### src/rtl/ascon_pkg.sv
// Shared Ascon types and round constants used by the permutation sequencer and its datapath.
package ascon_pkg;

    // Five 64-bit words, x0 at index 0 through x4 at index 4.
    typedef logic [4:0][63:0] t_state_array;

    localparam logic [7:0] ROUND_CONSTANTS [12] = '{
        8'hF0, 8'hE1, 8'hD2, 8'hC3, 8'hB4, 8'hA5,
        8'h96, 8'h87, 8'h78, 8'h69, 8'h5A, 8'h4B
    };

endpackage

### src/rtl/permutation_sequencer.sv
// Ascon permutation controller: holds the 320-bit state and steps the round index while
// an external combinational round datapath is looped back into the state register.
module permutation_sequencer
    import ascon_pkg::*;
#(
    parameter int MAX_ROUNDS = $size(ROUND_CONSTANTS)
) (
    input  logic         i_clk,
    input  logic         i_rst,
    input  logic         i_start,
    input  logic [3:0]   i_rounds,
    input  t_state_array i_state,
    input  t_state_array i_round_state,
    output logic [3:0]   o_round,
    output t_state_array o_state,
    output logic         o_ready,
    output logic         o_busy,
    output logic         o_done
);

    localparam logic [3:0] MAX_N = 4'(MAX_ROUNDS);

    typedef enum logic [1:0] {
        IDLE = 2'd0,
        RUN  = 2'd1,
        DONE = 2'd2
    } fsm_t;

    fsm_t       fsm;
    logic [3:0] remaining;
    logic [3:0] rounds_n;

    // Out-of-range round requests fall back to the full permutation.
    always_comb begin
        rounds_n = i_rounds;
        if (i_rounds == 4'd0 || i_rounds > MAX_N) begin
            rounds_n = MAX_N;
        end
    end

    always_ff @(posedge i_clk) begin
        if (i_rst) begin
            fsm       <= IDLE;
            o_state   <= '0;
            o_round   <= '0;
            remaining <= '0;
        end else begin
            case (fsm)
                IDLE: begin
                    if (i_start) begin
                        o_state   <= i_state;
                        o_round   <= MAX_N - rounds_n;
                        remaining <= rounds_n;
                        fsm       <= RUN;
                    end
                end
                RUN: begin
                    o_state   <= i_round_state;
                    remaining <= remaining - 4'd1;
                    // Last round keeps its index so o_round never passes MAX_ROUNDS-1.
                    if (remaining == 4'd1) begin
                        fsm <= DONE;
                    end else begin
                        o_round <= o_round + 4'd1;
                    end
                end
                DONE: begin
                    fsm <= IDLE;
                end
                default: begin
                    fsm <= IDLE;
                end
            endcase
        end
    end

    assign o_ready = (fsm == IDLE);
    assign o_busy  = (fsm == RUN);
    assign o_done  = (fsm == DONE);

endmodule

### config.mk
export PLATFORM = sky130hd
export DESIGN_NAME = permutation_sequencer
export DESIGN_NICKNAME = d
export VERILOG_FILES = /design/src/rtl/ascon_pkg.sv /design/src/rtl/permutation_sequencer.sv
export SDC_FILE = /design/constraint.sdc
export NUM_CORES = 1
export LEC_CHECK = 0
export CORE_AREA = 2 2 377 379
export CTS_CLUSTER_SIZE = 28
export DETAILED_ROUTE_END_ITERATION = 10
export DIE_AREA = 0 0 379 381
export SLEW_MARGIN = 20
export SYNTH_ARGS = -nofsm -noshare
export SYNTH_HDL_FRONTEND = slang
export SYNTH_SLANG_ARGS = --single-unit
### constraint.sdc
create_clock -name i_clk -period 3 [get_ports i_clk]
set_input_delay 0.45 -clock i_clk [delete_from_list [all_inputs] [get_ports i_clk]]
set_output_delay 0.45 -clock i_clk [all_outputs]
set_load 0.01 [all_outputs]
After elaboration in Yosys (flattened, before gate mapping)

Cells that the tools add are included.

Equal/unequal tests: 6
Magnitude comparators: 1
Add/subtract/negate cells: 3
Muxes and demuxes: 11
Reductions and logical operators: 7

Operators with widths:

| kind                                                                    | number |
|---|---|
| 320-bit case mux with 2 select lines                                    | 1 |
| 320-bit 2-to-1 mux                                                      | 1 |
| 4-bit 2-to-1 mux                                                        | 4 |
| 4-bit case mux with 2 select lines                                      | 2 |
| 4-bit by 1-bit adder with 4-bit output, second input constant           | 1 |
| 4-bit by 1-bit == test with 1-bit output, second input constant         | 1 |
| 4-bit > comparator, second input constant                               | 1 |
| 4-bit zero test                                                         | 1 |
| 2-bit 2-to-1 mux                                                        | 2 |
| 2-bit inequality test, second input constant                            | 2 |
| 2-bit case mux with 2 select lines                                      | 1 |
| 2-bit AND reduction                                                     | 2 |
| 4-bit by 1-bit subtractor with 4-bit output, second input constant      | 1 |
| 4-bit subtractor, first input constant                                  | 1 |
| 3-bit AND reduction                                                     | 1 |
| 2-bit by 1-bit == test with 1-bit output, second input constant         | 1 |
| 2-bit == test, second input constant                                    | 1 |
| 2-bit zero test                                                         | 1 |
| 2-bit by 1-bit inequality test with 1-bit output, second input constant | 1 |
| 2-bit nonzero test                                                      | 1 |
| 1-bit logical OR                                                        | 1 |

Input port bits: 647
Register bits: 330
Output and inout bits: 327
Logic and storage cells: 36

Depth between registers and ports, before layout

Depth in word-level cells: 6
Mapped depth: 7
Mapped depth without buffers: 6

Worst setup path after synthesis

OpenSTA, ideal clock, no wires.

Path type: register -> output
From: register fsm[1]
To: output o_done
Setup slack: 1.438 ns
Data required time: 2.550 ns
Stages on the path, launching flop included: 5
Buffers on the path: 3
Data arrival time: 1.112 ns
Path through: dfxtp_1 -> buf_2 -> buf_4 -> buf_2 -> nor2b_1

Cells in the longest elaborated chain, start to end: 1

RTL lines:

| what                   | RTL line                    | text |
|---|---|---|
| from (decl)            | permutation_sequencer.sv:29 | `fsm_t fsm;` |
| from (signal assigned) | permutation_sequencer.sv:43 | `fsm <= IDLE;` |
| from (signal assigned) | permutation_sequencer.sv:54 | `fsm <= RUN;` |
| from (signal assigned) | permutation_sequencer.sv:62 | `fsm <= DONE;` |
| 2-bit == test          | permutation_sequencer.sv:79 | `assign o_done = (fsm == DONE);` |
| to (decl)              | permutation_sequencer.sv:18 | `output logic o_done` |

Every way passes these cells.

Worst setup path after layout

From: register fsm[0]
To: output o_busy

Cells in the longest elaborated chain, start to end: 1

RTL lines:

| what                                     | RTL line                    | text |
|---|---|---|
| 2-bit by 1-bit == test with 1-bit output | permutation_sequencer.sv:78 | `assign o_busy = (fsm == RUN);` |
| to (decl)                                | permutation_sequencer.sv:17 | `output logic o_busy,` |

Every way passes these cells.

==> run_results.csv <==
group,metric,value,unit
sta,rsz0062_at_grt,"false",
sta,slew_viol_final,0,
logic_synthesis,syn_inst,2013,
sta,hold_viol,0,
die,top_level_ports,974,
sta,skew,18.1,ps
die,rows,138,
placed_design,gp_congestion,0.908,
grt,grt_pass1_wl,142000,um
pwr,fin_total_pwr,15400,uW
die,start_util,11.8,%
grt,overflow,0,
final_layout,area_growth,80.4,%
logic_synthesis,synth_top_area_cell,"dfxtp_1",
sta,setup_violations,0,
sta,fin_crit_sh,91.3,%
logic_synthesis,synth_seq_cells,330,
grt,grt_antenna_before_repair,15,
grt,grt_pass1_vias,17600,
final_layout,multiInputGateArea,8900,sq um
logic_synthesis,async_reset_ff_share,0,%
setup_path,cp_num_buf_inv,2,
placed_design,dpl.hpwl,85200,um
grt,grt_max_degree,152,
sta,setup_tns,0,ps
clock_tree,cts_tree,"done",
placed_design,io_buffer_count,973,
setup_path,critPathMaxStageDelay,610,ps
setup_path,slowest_stage,"dfxtp_4",
drt,drt_wl_total,107000,um
setup_path,end_kind,"primary output",
setup_path,crit_family,"buffers and inverters",
logic_synthesis,synth_edf_count,0,
clock_tree,post_cts_buffers,0,
clock_tree,clockBufferDepth,3,
final_layout,drive_gt1_share,12.9,%
final_layout,nets,3517,
drt,drtAntennaViolNets,0,
pwr,leakage,0.0109,uW
setup_path,critPathLaunchType,"flop",
clock_tree,cts_max_level,2,
grt,grt-busiest-layer,"met2",
clock_tree,clock_sinks,330,
logic_synthesis,syn_avg_cell_area,8.23,sq um
pwr,power_density,516,nW/um^2
setup_path,cp.arrival,2290,ps
clock_tree,clkLatencyLatePin,610,ps
drt,wire_per_inst,22.2,um
final_layout,register_area,6610,sq um
sta,period_needed,2740,ps
setup_path,cp_cell_sequence,"nand2b_1 > inv_2 > clkdlybuf4s50_1",
sta,clock.fmax,365,MHz
logic_synthesis,ys.flop_type,"dfxtp_1",
grt,grtUsageMet3,3.23,%
setup_path,critPathMaxFanout,38,
logic_synthesis,ys_top_cells_by_area,"dfxtp_1, o221a_2, nor2b_1",
die,dieArea,144000,sq um
grt,met2_usage,22.4,%
drt,drtIter0Drc,1357,
logic_synthesis,netlist_area,16600,sq um
sta,max_slew.worst_pin.slew,976,ps
setup_path,path_class,"reg -> out",
clock_tree,cts-root-buf,"clkbuf_16",
placed_design,numPlacedInstances,4710,
drt,drc_errors,0,
logic_synthesis,yosysSeqAreaShare,39.9,%
drt,vias_per_cell,3.87,
drt,num_vias,18600,
logic_synthesis,synth_nets,2664,
logic_synthesis,yosysWarnings,0,
clock_tree,cts_made_buffers,44,
final_layout,n_fill_cell,15600,
clock_tree,clkTransAtPathRegs,60,ps
logic_synthesis,synth_top_area_share,39.9,%
die,core_area,141000,sq um
setup_path,required,2550,ps
grt,track_usage,13.8,%
clock_tree,cts-resized-gates,0,
die,die_w,379,um
run,max-cap-violations,0,
outcome,status,"finished clean",
pwr,ir_worst_vdd,0.332,mV
clock_tree,cts-hold-fix-buffers,0,
drt,firstDrtPassIters,6,
final_layout,layout.cells.non_filler,4800,
sta,slew_headroom,34.9,%
hold_path,hp-class,"in -> reg",
die,fp.dieH,381,um
grt,use_met1,18.6,%
logic_synthesis,synth.distinct_cells,41,
## state kept, by name, summed over array words and instances (netlist names)
register / cells
fsm: 2
remaining: 4
o_round: 4
o_state: 320
## cell families after synthesis
kind of cell / count (synthesis) / share of synthesized area, %
simple gates: 854 / 24.9
compound gates: 603 / 28.4
flops: 330 / 39.9
buf+inv: 221 / 6.37
fa+ha+maj: 4 / 0.302
xor+xnor: 1 / 0.0529
## stage by stage
stage / worst slack, ps / utilization (%) / cell area [sq um] / hold slack [ps]
final: 260 / 21.3 / 29900 / 355
after global routing: 76.7 / 21.2 / 29900 / 315
after CTS: 178 / 21.2 / 29900 / 300
after detailed placement: 876 / 20.1 / 28300 / 472
after global placement: 874 / 20.1 / 28300 / 465
after floorplan: 1440 / - / 16600 / 445
## cell usage in the layout (no fill, tap or decap), types with 2 or more instances in the layout
cell type        Yosys  layout
inv_1                3       3
clkbuf_1            61       3
nor3_1              68      68
o21a_1               2       2
o31a_1               2       2
nand2b_1             3       3
clkbuf_8             0      10
bufinv_16            0       5
o21ai_0              5       5
clkinvlp_4           0       4
ha_1                 4       4
o221a_1             25      25
nor2b_1            319     319
dfxtp_1            330     328
nand2_1              9       9
dfxtp_4              0       2
diode_2              0       8
clkbuf_16            0      45
inv_6                0       3
o221a_2            233     233
nand3b_1             2       2
a211oi_1             2       2
clkinv_2             0       8
a21oi_1            321     321
nor2_1             446     446
clkinv_4             0       4
nand3_1              2       2
a31oi_1              2       2
buf_4               12      28
buf_12               0      22
clkdlybuf4s50_1      0     971
## cells in the mapped netlist, types with 2 or more instances
| cell | n |
|---|---|
| dfxtp_1 | 330 |
| nand2b_1 | 3 |
| o21ai_0 | 5 |
| o21a_1 | 2 |
| buf_1 | 4 |
| a211oi_1 | 2 |
| buf_4 | 12 |
| a21oi_1 | 321 |
| nor2b_1 | 319 |
| o31a_1 | 2 |
| inv_1 | 3 |
| o221a_2 | 233 |
| clkbuf_1 | 61 |
| inv_2 | 2 |
| nor3_1 | 68 |
| buf_2 | 138 |
| o221a_1 | 25 |
| a31oi_1 | 2 |
| nand3b_1 | 2 |
| nand3_1 | 2 |
| nor2_1 | 446 |
| ha_1 | 4 |
| nand2_1 | 9 |
## report_power, final
part	switching (uW)	leakage, uW	internal, uW
logic	2120	0.00735	2360
registers	348	0.00275	4860
clock network	2290	0.000763	3430
## final timing paths
kind,slack (ps),cells past startpoint,endpoint,startpoint
setup / recovery,260,3,o_busy,fsm[0]
hold reg to reg,480,2,remaining[1],remaining[1]
setup reg to reg,900,5,o_state[233],fsm[0]
hold / removal,350,3,o_state[116],i_rst
## routing by layer
layer	vias to the layer above	wire length (um)	part of all wire, %
li1	8841	-	-
met3	87	7770	7.3
met5	-	40	0.037
met4	6	1940	1.8
met1	8891	48100	45
met2	735	48800	46
## final cells by class
type	instances	share of cell area, %
multi-input combinational	1462	29.8
inverter	5	0.0880
clock inverter	24	0.942
clock buffer	58	4.27
sequential	330	22.1
timing repair buffer	1023	34.8
tap	1890	7.92
antenna	8	0.0670
## tightest hold or removal path, delay by kind of cell
| kind | cells | cell delay [ps] |
|---|---|---|
| AOI/OAI and AO/OA | 1 | 150 |
| buffers and inverters | 2 | 280 |
No activity file was read; power rests on OpenSTA's default activity.
